==> src/rtl/region_stream_reader.sv <==
// -----------------------------------------------------------------------------
// region_stream_reader
//
// Purpose:
//   Consumer of one region read channel. A start command reads either a BRAM
//   address range (src_sel=0) or a number of FIFO entries (src_sel=1). The
//   returned words go out on a valid/ready stream with the final word of the
//   command marked by out_last. The region has a fixed one-cycle read latency.
//   A two-entry output buffer absorbs it, and a credit check on every read
//   keeps any out_ready pattern from losing data.
//
// Ports:
//   clk, reset          clock, asynchronous active-high reset
//   start               command strobe (taken only while idle)
//   src_sel             0 = BRAM region, 1 = FIFO region
//   base_addr           first BRAM address (ignored for FIFO)
//   count               words to read, 0 .. 2**LOG2_DEPTH
//   busy, done          command in progress / one-cycle completion pulse
//   re, raddr           region read enable and BRAM read address
//   rfifobram           01 = BRAM, 10 = FIFO, held for the whole command
//   rvalid, rdata       region read return (one cycle after re)
//   empty               region FIFO empty
//   out_valid/out_data/out_last/out_ready   output stream
//   stall_cycles        (only with REGION_STREAM_READER_PERF_EN) saturating
//                       count of cycles with out_valid=1 and out_ready=0
//
// Optional feature macro: REGION_STREAM_READER_PERF_EN
// -----------------------------------------------------------------------------
module region_stream_reader #(
   parameter int WIDTH      = 8,
   parameter int LOG2_DEPTH = 5
) (
   input  logic                  clk,
   input  logic                  reset,
   input  logic                  start,
   input  logic                  src_sel,
   input  logic [LOG2_DEPTH-1:0] base_addr,
   input  logic [LOG2_DEPTH:0]   count,
   output logic                  busy,
   output logic                  done,
   output logic                  re,
   output logic [LOG2_DEPTH-1:0] raddr,
   output logic [1:0]            rfifobram,
   input  logic                  rvalid,
   input  logic [WIDTH-1:0]      rdata,
   input  logic                  empty,
   output logic                  out_valid,
   output logic [WIDTH-1:0]      out_data,
   output logic                  out_last,
   input  logic                  out_ready
`ifdef REGION_STREAM_READER_PERF_EN
   ,
   output logic [31:0]           stall_cycles
`endif
);

   localparam int CW = LOG2_DEPTH + 1;

   typedef enum logic [1:0] {IDLE, ISSUE, DRAIN} state_t;

   state_t                state_reg, state_next;
   logic                  src_reg;
   logic [LOG2_DEPTH-1:0] raddr_reg;
   logic [CW-1:0]         count_reg;
   logic [CW-1:0]         issue_left_reg;
   logic [CW-1:0]         ret_idx_reg;
   logic                  inflight_reg;
   logic                  last_acc_reg;
   logic [1:0]            rfifobram_reg;

   // Output buffer: two entries addressed by one-bit pointers
   logic [WIDTH-1:0]      buf_data_reg [2];
   logic                  buf_last_reg [2];
   logic                  wr_ptr_reg, rd_ptr_reg;
   logic [1:0]            occ_reg;

   logic                  accept_cmd;
   logic                  push, pop, push_last;
   logic [2:0]            load;
   logic                  can_issue;
   logic                  drain_done;

   assign accept_cmd = start && (state_reg == IDLE);

   // A return is only taken when a read is actually outstanding; stray
   // rvalid pulses (e.g. a read launched before a reset) are dropped.
   assign push      = rvalid && inflight_reg;
   assign pop       = (occ_reg != 2'd0) && out_ready;
   assign push_last = (ret_idx_reg == (count_reg - CW'(1)));

   // Words already committed to the buffer: those stored plus the read that
   // is in flight, minus the one leaving this cycle. A new read is only
   // launched if that leaves room for its return.
   assign load = {1'b0, occ_reg} + {2'b00, inflight_reg} - {2'b00, pop};

   // At most one outstanding read: a new read may go out in the same cycle
   // the previous one returns.
   assign can_issue = (issue_left_reg != '0) && (load < 3'd2) &&
                      (!inflight_reg || rvalid) && (!src_reg || !empty);

   // last_acc_reg is preset for zero-length commands so DRAIN finishes at once
   assign drain_done = !inflight_reg && (occ_reg == 2'd0) && last_acc_reg;

   // ---------------------------------------------------------------- FSM
   always_ff @(posedge clk or posedge reset) begin
      if (reset) begin
         state_reg <= IDLE;
      end else begin
         state_reg <= state_next;
      end
   end

   always_comb begin
      state_next = state_reg;
      case (state_reg)
         IDLE: begin
            if (start) begin
               state_next = (count == '0) ? DRAIN : ISSUE;
            end
         end
         ISSUE: begin
            if (re && (issue_left_reg == CW'(1))) begin
               state_next = DRAIN;
            end
         end
         DRAIN: begin
            if (drain_done) begin
               state_next = IDLE;
            end
         end
         default: state_next = IDLE;
      endcase
   end

   always_comb begin
      busy = 1'b0;
      done = 1'b0;
      re   = 1'b0;
      case (state_reg)
         ISSUE: begin
            busy = 1'b1;
            re   = can_issue;
         end
         DRAIN: begin
            busy = 1'b1;
            done = drain_done;
         end
         default: begin
            busy = 1'b0;
         end
      endcase
   end

   // ---------------------------------------------------------------- datapath
   always_ff @(posedge clk or posedge reset) begin
      if (reset) begin
         src_reg        <= 1'b0;
         raddr_reg      <= '0;
         count_reg      <= '0;
         issue_left_reg <= '0;
         ret_idx_reg    <= '0;
         inflight_reg   <= 1'b0;
         last_acc_reg   <= 1'b0;
         rfifobram_reg  <= 2'b00;
         wr_ptr_reg     <= 1'b0;
         rd_ptr_reg     <= 1'b0;
         occ_reg        <= 2'd0;
      end else begin
         if (accept_cmd) begin
            src_reg        <= src_sel;
            raddr_reg      <= base_addr;
            count_reg      <= count;
            issue_left_reg <= count;
            ret_idx_reg    <= '0;
            last_acc_reg   <= (count == '0);
            rfifobram_reg  <= src_sel ? 2'b10 : 2'b01;
         end else begin
            if (re) begin
               issue_left_reg <= issue_left_reg - CW'(1);
               if (!src_reg) begin
                  raddr_reg <= raddr_reg + 1'b1;   // wraps at region depth
               end
            end
            if (push) begin
               ret_idx_reg <= ret_idx_reg + CW'(1);
            end
            if (pop && buf_last_reg[rd_ptr_reg]) begin
               last_acc_reg <= 1'b1;
            end
         end
         inflight_reg <= re || (inflight_reg && !rvalid);
         if (push) begin
            wr_ptr_reg <= ~wr_ptr_reg;
         end
         if (pop) begin
            rd_ptr_reg <= ~rd_ptr_reg;
         end
         occ_reg <= occ_reg + {1'b0, push} - {1'b0, pop};
      end
   end

   genvar gi;
   generate
      for (gi = 0; gi < 2; gi++) begin : g_buf
         always_ff @(posedge clk or posedge reset) begin
            if (reset) begin
               buf_data_reg[gi] <= '0;
               buf_last_reg[gi] <= 1'b0;
            end else if (push && (wr_ptr_reg == 1'(gi))) begin
               buf_data_reg[gi] <= rdata;
               buf_last_reg[gi] <= push_last;
            end
         end
      end
   endgenerate

   assign raddr     = raddr_reg;
   assign rfifobram = rfifobram_reg;
   assign out_valid = (occ_reg != 2'd0);
   assign out_data  = out_valid ? buf_data_reg[rd_ptr_reg] : '0;
   assign out_last  = out_valid ? buf_last_reg[rd_ptr_reg] : 1'b0;

`ifdef REGION_STREAM_READER_PERF_EN
   logic [31:0] stall_reg;

   always_ff @(posedge clk or posedge reset) begin
      if (reset) begin
         stall_reg <= '0;
      end else if (accept_cmd) begin
         stall_reg <= '0;
      end else if (out_valid && !out_ready && (stall_reg != '1)) begin
         stall_reg <= stall_reg + 32'd1;
      end
   end

   assign stall_cycles = stall_reg;
`endif

endmodule

==> config.mk <==
export PLATFORM = sky130hd
export DESIGN_NAME = region_stream_reader
export DESIGN_NICKNAME = d
export VERILOG_FILES = /design/src/rtl/region_stream_reader.sv
export SDC_FILE = /design/constraint.sdc
export NUM_CORES = 1
export LEC_CHECK = 0
export CAP_MARGIN = 20
export CORE_MARGIN = 1.5
export CORE_UTILIZATION = 50
export DETAILED_ROUTE_END_ITERATION = 12
export HOLD_SLACK_MARGIN = 0.05
export PLACE_DENSITY = 0.84
export SYNTH_ARGS = -nofsm -noshare
export SYNTH_HDL_FRONTEND = slang
export SYNTH_SLANG_ARGS = --single-unit
==> constraint.sdc <==
create_clock -name clk -period 3.2 [get_ports clk]
set_clock_uncertainty 0.15 [all_clocks]
set_input_delay 0.64 -clock clk [delete_from_list [all_inputs] [get_ports clk]]
set_output_delay 0.64 -clock clk [all_outputs]
set_load 0.01 [all_outputs]
# [Yosys cells after proc, flatten, opt, wreduce, memory -nomap -nowiden]
# Index checks and enable logic that the tools add are counted.
[op_classes] addsub=8 order_cmp=2 eq_ne=8 n_mux=26 n_bitwise=3 reduce_logical=31
[op_table] cell="8-bit 2-to-1 mux" count=4
[op_table] cell="6-bit 2-to-1 mux" count=4
[op_table] cell="5-bit 2-to-1 mux" count=3
[op_table] cell="1-bit logical AND" count=13
[op_table] cell="6-bit by 1-bit subtractor with 6-bit output (second input constant)" count=2
[op_table] cell="2-bit 2-to-1 mux" count=5
[op_table] cell="1-bit 2-to-1 mux" count=9
[op_table] cell="2-bit nonzero test" count=4
[op_table] cell="6-bit by 1-bit adder with 6-bit output (second input constant)" count=1
[op_table] cell="6-bit by 1-bit equality test with 1-bit output (second input constant)" count=1
[op_table] cell="6-bit equality test" count=1
[op_table] cell="6-bit logical NOT" count=1
[op_table] cell="2-bit inequality test (second input constant)" count=3
[op_table] cell="2-bit case mux with 3 select lines" count=1
[op_table] cell="6-bit nonzero test" count=1
[op_table] cell="5-bit by 1-bit adder with 5-bit output (second input constant)" count=1
[op_table] cell="1-bit logical NOT" count=4
[op_table] cell="2-bit logical NOT" count=2
[op_table] cell="2-bit by 1-bit adder with 3-bit output" count=1
[op_table] cell="1-bit logical OR" count=3
[op_table] cell="3-bit by 2-bit < comparator with 1-bit output (second input constant)" count=1
[op_table] cell="3-bit AND reduction" count=1
[op_table] cell="3-bit by 1-bit subtractor with 3-bit output" count=1
[op_table] cell="2-bit by 1-bit adder with 2-bit output" count=1
[op_table] cell="other kinds (9)" count=10
[word_totals] register_bits=52 in_bits=26 out_inout_bits=20 elab_cells=94

# [Depth between registers and ports, before layout]
# Gate-level depths: netlist of the first run.
[depth] word_depth=11 ltp_mapped=10 ltp_nobuf=9

# [Worst setup path before layout of the first run]
# OpenSTA, ideal clock, no wires.
[synth_path] path_type="input-to-output" from="input port out_ready" to="output port re" arrival_time_ns=1.973 required_time_ns=2.410 setup_slack_ns=0.437 path_stages=8 n_path_buf=0 path_cell_list="nand2_1 > nor2_1 > o21ai_0 > fa_1 > and2_1 > and4_1 > nand2_1 > inv_1"
[synth_between] elab_chain_len=7
[synth_lines] element="start, declared" line_no="50" source="input logic out_ready"
[synth_lines] element="1-bit logical AND" line_no="88" source="assign pop = (occ_reg != 2'd0) && out_ready;"
[synth_lines] element="3-bit by 1-bit subtractor with 3-bit output" line_no="94" source="assign load = {1'b0, occ_reg} + {2'b00, inflight_reg} - {2'b00, pop};"
[synth_lines] element="3-bit by 2-bit < comparator with 1-bit output" line_no="98" source="assign can_issue = (issue_left_reg != '0) && (load < 3'd2) &&"
[synth_lines] element="1-bit logical AND (2 in series)" line_no="98"
[synth_lines] element="1-bit logical AND" line_no="99" source="(!inflight_reg || rvalid) && (!src_reg || !empty);"
[synth_lines] element="1-bit 2-to-1 mux" line_no="139" source="case (state_reg)"
[synth_lines] element="end, declared" line_no="41" source="output logic re,"
# Every way passes these cells.

# [Worst setup path after layout of the first run]
# Ends and elaborated chain as after synthesis.

==> results of run 1 <==
==> cells by family (layout without fill, tap and decap cells) <==
family                     after synthesis  count (layout)  share of synthesized area, %
adders and majority gates               11              11                          5.19
xor gates and xnor gates                19              19                          6.21
AOI/OAI and AO/OA                       40              40                          9.61
buffers and inverters                   25              79                          3.67
DFF                                     51              51                          45.6
muxes                                   25              25                          9.66
and+or+nand+nor                        115             115                          20.1
==> power groups by stage <==
stage / sequential [mW] / clock (mW) / combinational (mW)
4_1_cts: 1.17 / 0.534 / 1.53
5_1_grt: 1.22 / 0.568 / 1.70
3_5_place_dp: 1.18 / 0 / 1.50
6_report: 1.17 / 0.523 / 1.51
2_1_floorplan: 1.09 / 0 / 0.982
3_3_place_gp: 1.16 / 0 / 1.43
==> worst max-delay path: cells and delay by family <==
family,cells,cell delay [ns]
and+or+nand+nor,5,0.63
adders and majority gates,1,0.53
buffers and inverters,3,0.42
AOI/OAI and AO/OA,1,0.10
==> layout make-up <==
| type | count | area share [%] |
|---|---|---|
| Multi-Input combinational cell | 210 | 40.6 |
| Timing Repair Buffer | 58 | 15.4 |
| Sequential cell | 51 | 36.2 |
| Clock inverter | 3 | 1.92 |
| Tap cell | 72 | 2.56 |
| Clock buffer | 5 | 1.95 |
| Inverter | 13 | 1.38 |
==> layer usage <==
| metal | up-vias | global-route usage, % | share of wire (%) |
|---|---|---|---|
| met2 | 54 | 39.0 | 49 |
| li1 | 1101 | - | - |
| met1 | 1139 | 28.8 | 46 |
| met3 | 6 | 3.88 | 3.7 |
| met4 | 0 | 5.64 | 0.99 |
| met5 | - | 0 | 0 |
==> timing repair <==
item / CTS / global route
pin swaps: 3 / 0
gates resized for setup: 10 / 1
cloned: 0 / 0
endpoints found under the setup margin: 1 / 1
==> worst max path at each step <==
stage / startpoint / endpoint / slack, ns / cells after the start
detailed placement: out_ready / re / -0.59 / 10
global route: out_ready / re / 0.009 / 10
floorplan: out_ready / re / 0.44 / 8
CTS: out_ready / re / 0.07 / 10
global placement: out_ready / re / -0.53 / 10
finish: out_ready / re / 0.09 / 10
==> cells in the final DEF, fill, tap and decap left out, types with 6 or more instances in the layout <==
cell type | Yosys | final
clkdlybuf4s50_1 | 0 | 43
xor2_1 | 10 | 10
a21oi_1 | 6 | 6
mux2i_1 | 9 | 9
nor2_1 | 31 | 30
dfrtp_1 | 51 | 51
o31ai_1 | 6 | 6
nand2_1 | 41 | 41
ha_1 | 10 | 10
o21ai_0 | 9 | 8
a31oi_1 | 7 | 7
inv_1 | 13 | 12
buf_4 | 1 | 13
mux2_2 | 16 | 16
xnor2_1 | 8 | 8
or4_1 | 9 | 9
==> through the flow <==
step | cell area (µm²) | hold WS, ns
4_1_cts | 3520 | 0.345
3_5_place_dp | 3380 | 0.325
6_report | 3520 | 0.347
2_1_floorplan | 2800 | 0.298
5_1_grt | 3520 | 0.378
3_3_place_gp | 3380 | 0.311
==> qor.csv, run 1 <==
metric,value,unit
status,completed,
DPL Wire Length,4550,µm
Slowest cell on crit path,fa_2,
startpoint of the worst hold path,buf_last_reg[0]$_DFFE_PP0P_,
Crit path arrival time,2.32,ns
peak supply drop,0.375,mV
register area share after synthesis,45.6,%
total power,3.21,mW
Slew @ Worst Pin,0.753,ns
WP data required,2.41,ns
Async SR Flop Fraction,100,%
Int Power,2.02,mW
clock sink count,51,
first-pass GRT wire length,10900,µm
commonest cells in the synthesized netlist,"dfrtp_1, nand2_1, nor2_1",
cells along the critical path,clkdlybuf4s15_1 -> nand2_1 -> nor2_2 -> o21ai_1 -> fa_2 -> and2_4 -> and4_4 -> nand2_1 -> inv_1 -> buf_2,
Synthesized Nets,323,
clock-pin transition on the worst setup and hold timing paths,0.09,ns
total net switching power,1.19,mW
Routed Wire Length,6140,µm
RD Place Congestion,0.826,
vias per cell,5.58,
f_max,321,MHz
GRT Residual Overflow,0,
cell repeated most along the worst path,nand2_1,
Core Box Area,5440,µm²
Port Buf Inserts,45,
# diodes,0,
#FFs+latches synth,51,
Max-Cap Viols,0,
setup TNS,0,ns
Post-Syn Area,2800,µm²
worst skew pair latency,0.31,ns
Worst Hold Class,flip-flop to flip-flop,
register area,1280,µm²
number of routed nets with antenna violations,0,
gate count of the mapped netlist,286,
hold depth,2,
Comb pwr share,47.1,%
"Max FO, Critical Path",3,
GRT Resource Usage Total,22.4,%
drt initial violations,140,
# DRC,0,
Setup WS post-layout,0.0891,ns
final std cells w/o fill,412,
cts hold-fix bufs,0,
Tcrit/Tclk final,97.2,%
FP Rows,27,
clk buf depth,2,
synth warn,0,
DR pass1 iterations,4,
Ports,46,
Tmin final,3.11,ns
CTS buffer count,5,
nets,376,
prevailing post-synth register cell,dfrtp_1,
RSZ-0062 raised after global routing,no,
switching share of power,37.1,%
WS Path Type,input pin to output pin,
fill count,444,
Setup Slack @ Placement,-0.594,ns
vias in the first global route,2379,
"Setup Fix Bufs, Post-CTS",0,
sequential share of power,36.6,%
slew margin rel.,49.8,%
worst reg-to-reg path cell count,9,
Fin. Hold Viols,0,
Critical R2R Launch,occ_reg[0]$_DFF_PP0_,
Cells after DPL,404,
Synth cell types,44,
final setup violation count,0,
CP Capture Type,output pin,
Pwr per Cell Area,910,nW/µm²
CTS H-tree depth,2,
Routed wire per std cell,14.9,µm
multi-input logic area,1430,µm²
Area contributors post-synth,"dfrtp_1, mux2_2, nand2_1, ha_1, nor2_1",
initial antenna violation count,0,
clock network fraction of total power,16.3,%
most common cell in the netlist,dfrtp_1,
Post-synth EDFFs,0,
"area leader, netlist",dfrtp_1,
die area,6060,µm²
initial core utilization,51.5,%
CTS tree,yes,
CTS Root Buffer Type,clkbuf_8,
Vias,2300,
Worst setup SP type,input pin,
Crit Reg-Reg Endpoint,issue_left_reg[5]$_DFFE_PP0P_,
area fraction of the dominant cell type after synthesis,45.6,%
WHS Endpoint,buf_last_reg[0]$_DFFE_PP0P_,
Slew Limit Fails,0,
largest stage delay on the critical path,0.53,ns
R2R setup slack,0.54,ns
Leakage,1.58,nW
post-layout util,64.8,%
share of cells above drive strength 1,13.8,%
syn_area_per_cell,9.79,µm²
Die H,77.8,µm
largest net degree at the start of global routing,31,
max FFs per register,16,
die extent in x,77.8,µm
P&R area growth vs syn,25.9,%
(Power assumes the default switching activity.)
==> run 2, diff against run 1 <==
CTS_CLUSTER_DIAMETER = 60   (was unset)
==> results of run 2 <==
Same layout as run 1: the final DEF is identical, and so are final timing and power.
==> run 3, diff against run 2 <==
CORE_UTILIZATION = 53   (was 50)
CTS_CLUSTER_SIZE = 28   (was unset)
PLACE_DENSITY = 0.87   (was 0.84)
==> run 3 against run 2 <==
Against the previous run:
- clock-buffer cell count rose by 1
- register-to-register slack got worse by 0.02 ns
- final cell count fell by 0.49%
- global-route usage rose by 1.6 points
- setup slack improved by 0.046 ns
- sequential share of layout area rose by 0.27 points
- hold slack got worse by 0.0035 ns
- via count fell by 0.22%
- highest routed layer unchanged
==> qor.csv, run 3 (synthesized netlist as in run 1, its figures left out) <==
metric,value,unit
GRT Residual Overflow,0,
"Max FO, Critical Path",3,
# diodes,0,
slew margin rel.,52.3,%
status,completed,
final setup violation count,0,
"commonest non-fill, non-tap cell in the layout",dfrtp_1,
DR top layer,met4,
clock-pin transition on the worst setup and hold timing paths,0.10,ns
largest stage delay on the critical path,0.50,ns
hold depth,2,
Tmin final,3.07,ns
CTS Root Buffer Type,clkbuf_8,
WP data required,2.41,ns
cell repeated most along the worst path,nand2_1,
GRT Resource Usage Total,24.0,%
initial core utilization,54.8,%
routed wl met2,3170,µm
CTS H-tree depth,2,
Fin. Hold Viols,0,
WHS Endpoint,rfifobram[0]$_DFFE_PP0P_,
cells along the critical path,dlygate4sd2_1 -> nand2_1 -> nor2_2 -> buf_4 -> fa_1 -> and2_1 -> and4_1 -> nand2_1 -> inv_1 -> buf_2,
design area,3500,µm²
max FFs per register,16,
Worst setup SP type,input pin,
startpoint of the worst hold path,rfifobram[0]$_DFFE_PP0P_,
Vias,2295,
Port Buf Inserts,45,
vias per cell,5.60,
Int Power,1.95,mW
nets,376,
WL met3,266,µm
number of routed nets with antenna violations,0,
worst reg-to-reg path cell count,8,
switching share of power,38.4,%
Cells after DPL,402,
f_max,326,MHz
Leakage,1.58,nW
CTS tree,yes,
worst skew pair latency,0.31,ns
die area,5730,µm²
Comb pwr share,47.6,%
first-pass GRT wire length,10300,µm
Slew Limit Fails,0,
gate family responsible for the most delay along the worst path,buffers and inverters,
Slew @ Worst Pin,0.716,ns
Pwr per Cell Area,902,nW/µm²
Routed wire per std cell,15.2,µm
Slowest cell on crit path,fa_1,
FP Rows,26,
drt initial violations,86,
sequential share of power,36.9,%
"Setup Fix Bufs, Post-CTS",0,
Worst Hold Class,flip-flop to flip-flop,
total net switching power,1.21,mW
P&R area growth vs syn,25.0,%
Core Box Area,5110,µm²
clk buf depth,2,
initial antenna violation count,0,
Crit path arrival time,2.28,ns
dpl cell area,3380,µm²
fill count,412,
die extent in x,75.7,µm
Critical R2R Launch,occ_reg[0]$_DFF_PP0_,
Max-Cap Viols,0,
CP Buf/Inv Count,4,
clock network fraction of total power,15.5,%
CP Capture Type,output pin,
DPL Wire Length,4390,µm
Routed Wire Length,6220,µm
WS Path Type,input pin to output pin,
RD Place Congestion,0.877,
Crit Reg-Reg Endpoint,issue_left_reg[3]$_DFFE_PP0P_,
R2R setup slack,0.52,ns
vias in the first global route,2286,
final std cells w/o fill,410,
RSZ-0062 raised after global routing,no,
clock sink count,51,
peak supply drop,0.599,mV
Die H,75.7,µm
Tcrit/Tclk final,95.8,%
multi-input logic area,1420,µm²
Ports,46,
share of cells above drive strength 1,12.9,%
DR pass1 iterations,4,
DRT met1 WL,2680,µm
register area,1280,µm²
largest net degree at the start of global routing,52,
most frequent cells in the layout,"dfrtp_1, clkdlybuf4s50_1, nand2_1",
# DRC,0,
CTS buffer count,5,
-- run 3: worst max path at each step --
stage                          from  to  slack, ns  depth (start not counted)
final                     out_ready  re       0.13                         10
after global routing      out_ready  re       0.04                         10
after CTS                 out_ready  re       0.14                         10
after detailed placement  out_ready  re      -0.53                         10
after global placement    out_ready  re      -0.53                         10
after floorplan           out_ready  re       0.44                          8
-- run 3: repair_timing --
| action | in CTS | in global routing |
|---|---|---|
| endpoints found under the setup margin | 1 | 0 |
| resized for setup | 7 | 0 |
| hold buffers | 0 | 0 |
-- run 3: routing by layer --
layer | GRT usage [%] | vias to the layer above
met1 | 28.8 | 1114
met5 | 0 | -
li1 | - | 1104
met4 | 9.33 | 0
met2 | 42.7 | 66
met3 | 4.63 | 11
-- run 3: area by class of cell --
cell class / count / share of cell area, %
Multi-Input combinational cell: 210 / 40.7
Sequential cell: 51 / 36.5
Clock buffer: 6 / 2.36
Clock inverter: 2 / 1.11
Tap cell: 70 / 2.50
Timing Repair Buffer: 58 / 15.5
Inverter: 13 / 1.39
-- run 3: power by group through the flow --
stage | combinational [mW] | clock (mW) | sequential, mW
2_1_floorplan | 0.982 | 0 | 1.09
5_1_grt | 1.68 | 0.520 | 1.20
3_5_place_dp | 1.50 | 0 | 1.17
6_report | 1.50 | 0.489 | 1.17
3_3_place_gp | 1.43 | 0 | 1.15
4_1_cts | 1.51 | 0.493 | 1.16
-- run 3: through the flow --
stage                     setup TNS (ns)  setup slack, ns  util (%)  power [mW]  hold WS (ns)
after CTS                              0            0.142      68.5        3.16         0.353
after floorplan                        0            0.437         -        2.08         0.298
final                                  0            0.135      68.5        3.16         0.343
after global placement             -1.22           -0.534      66.2        2.59         0.313
after global routing                   0           0.0405      68.5        3.40         0.381
after detailed placement           -1.49           -0.529      66.2        2.66         0.315
-- run 3: worst min-delay path, delay by kind of cell, from the launching register on --
kind,cells,cell delay (ns)
flops,1,0.35
simple gates,1,0.05
compound gates,1,0.06
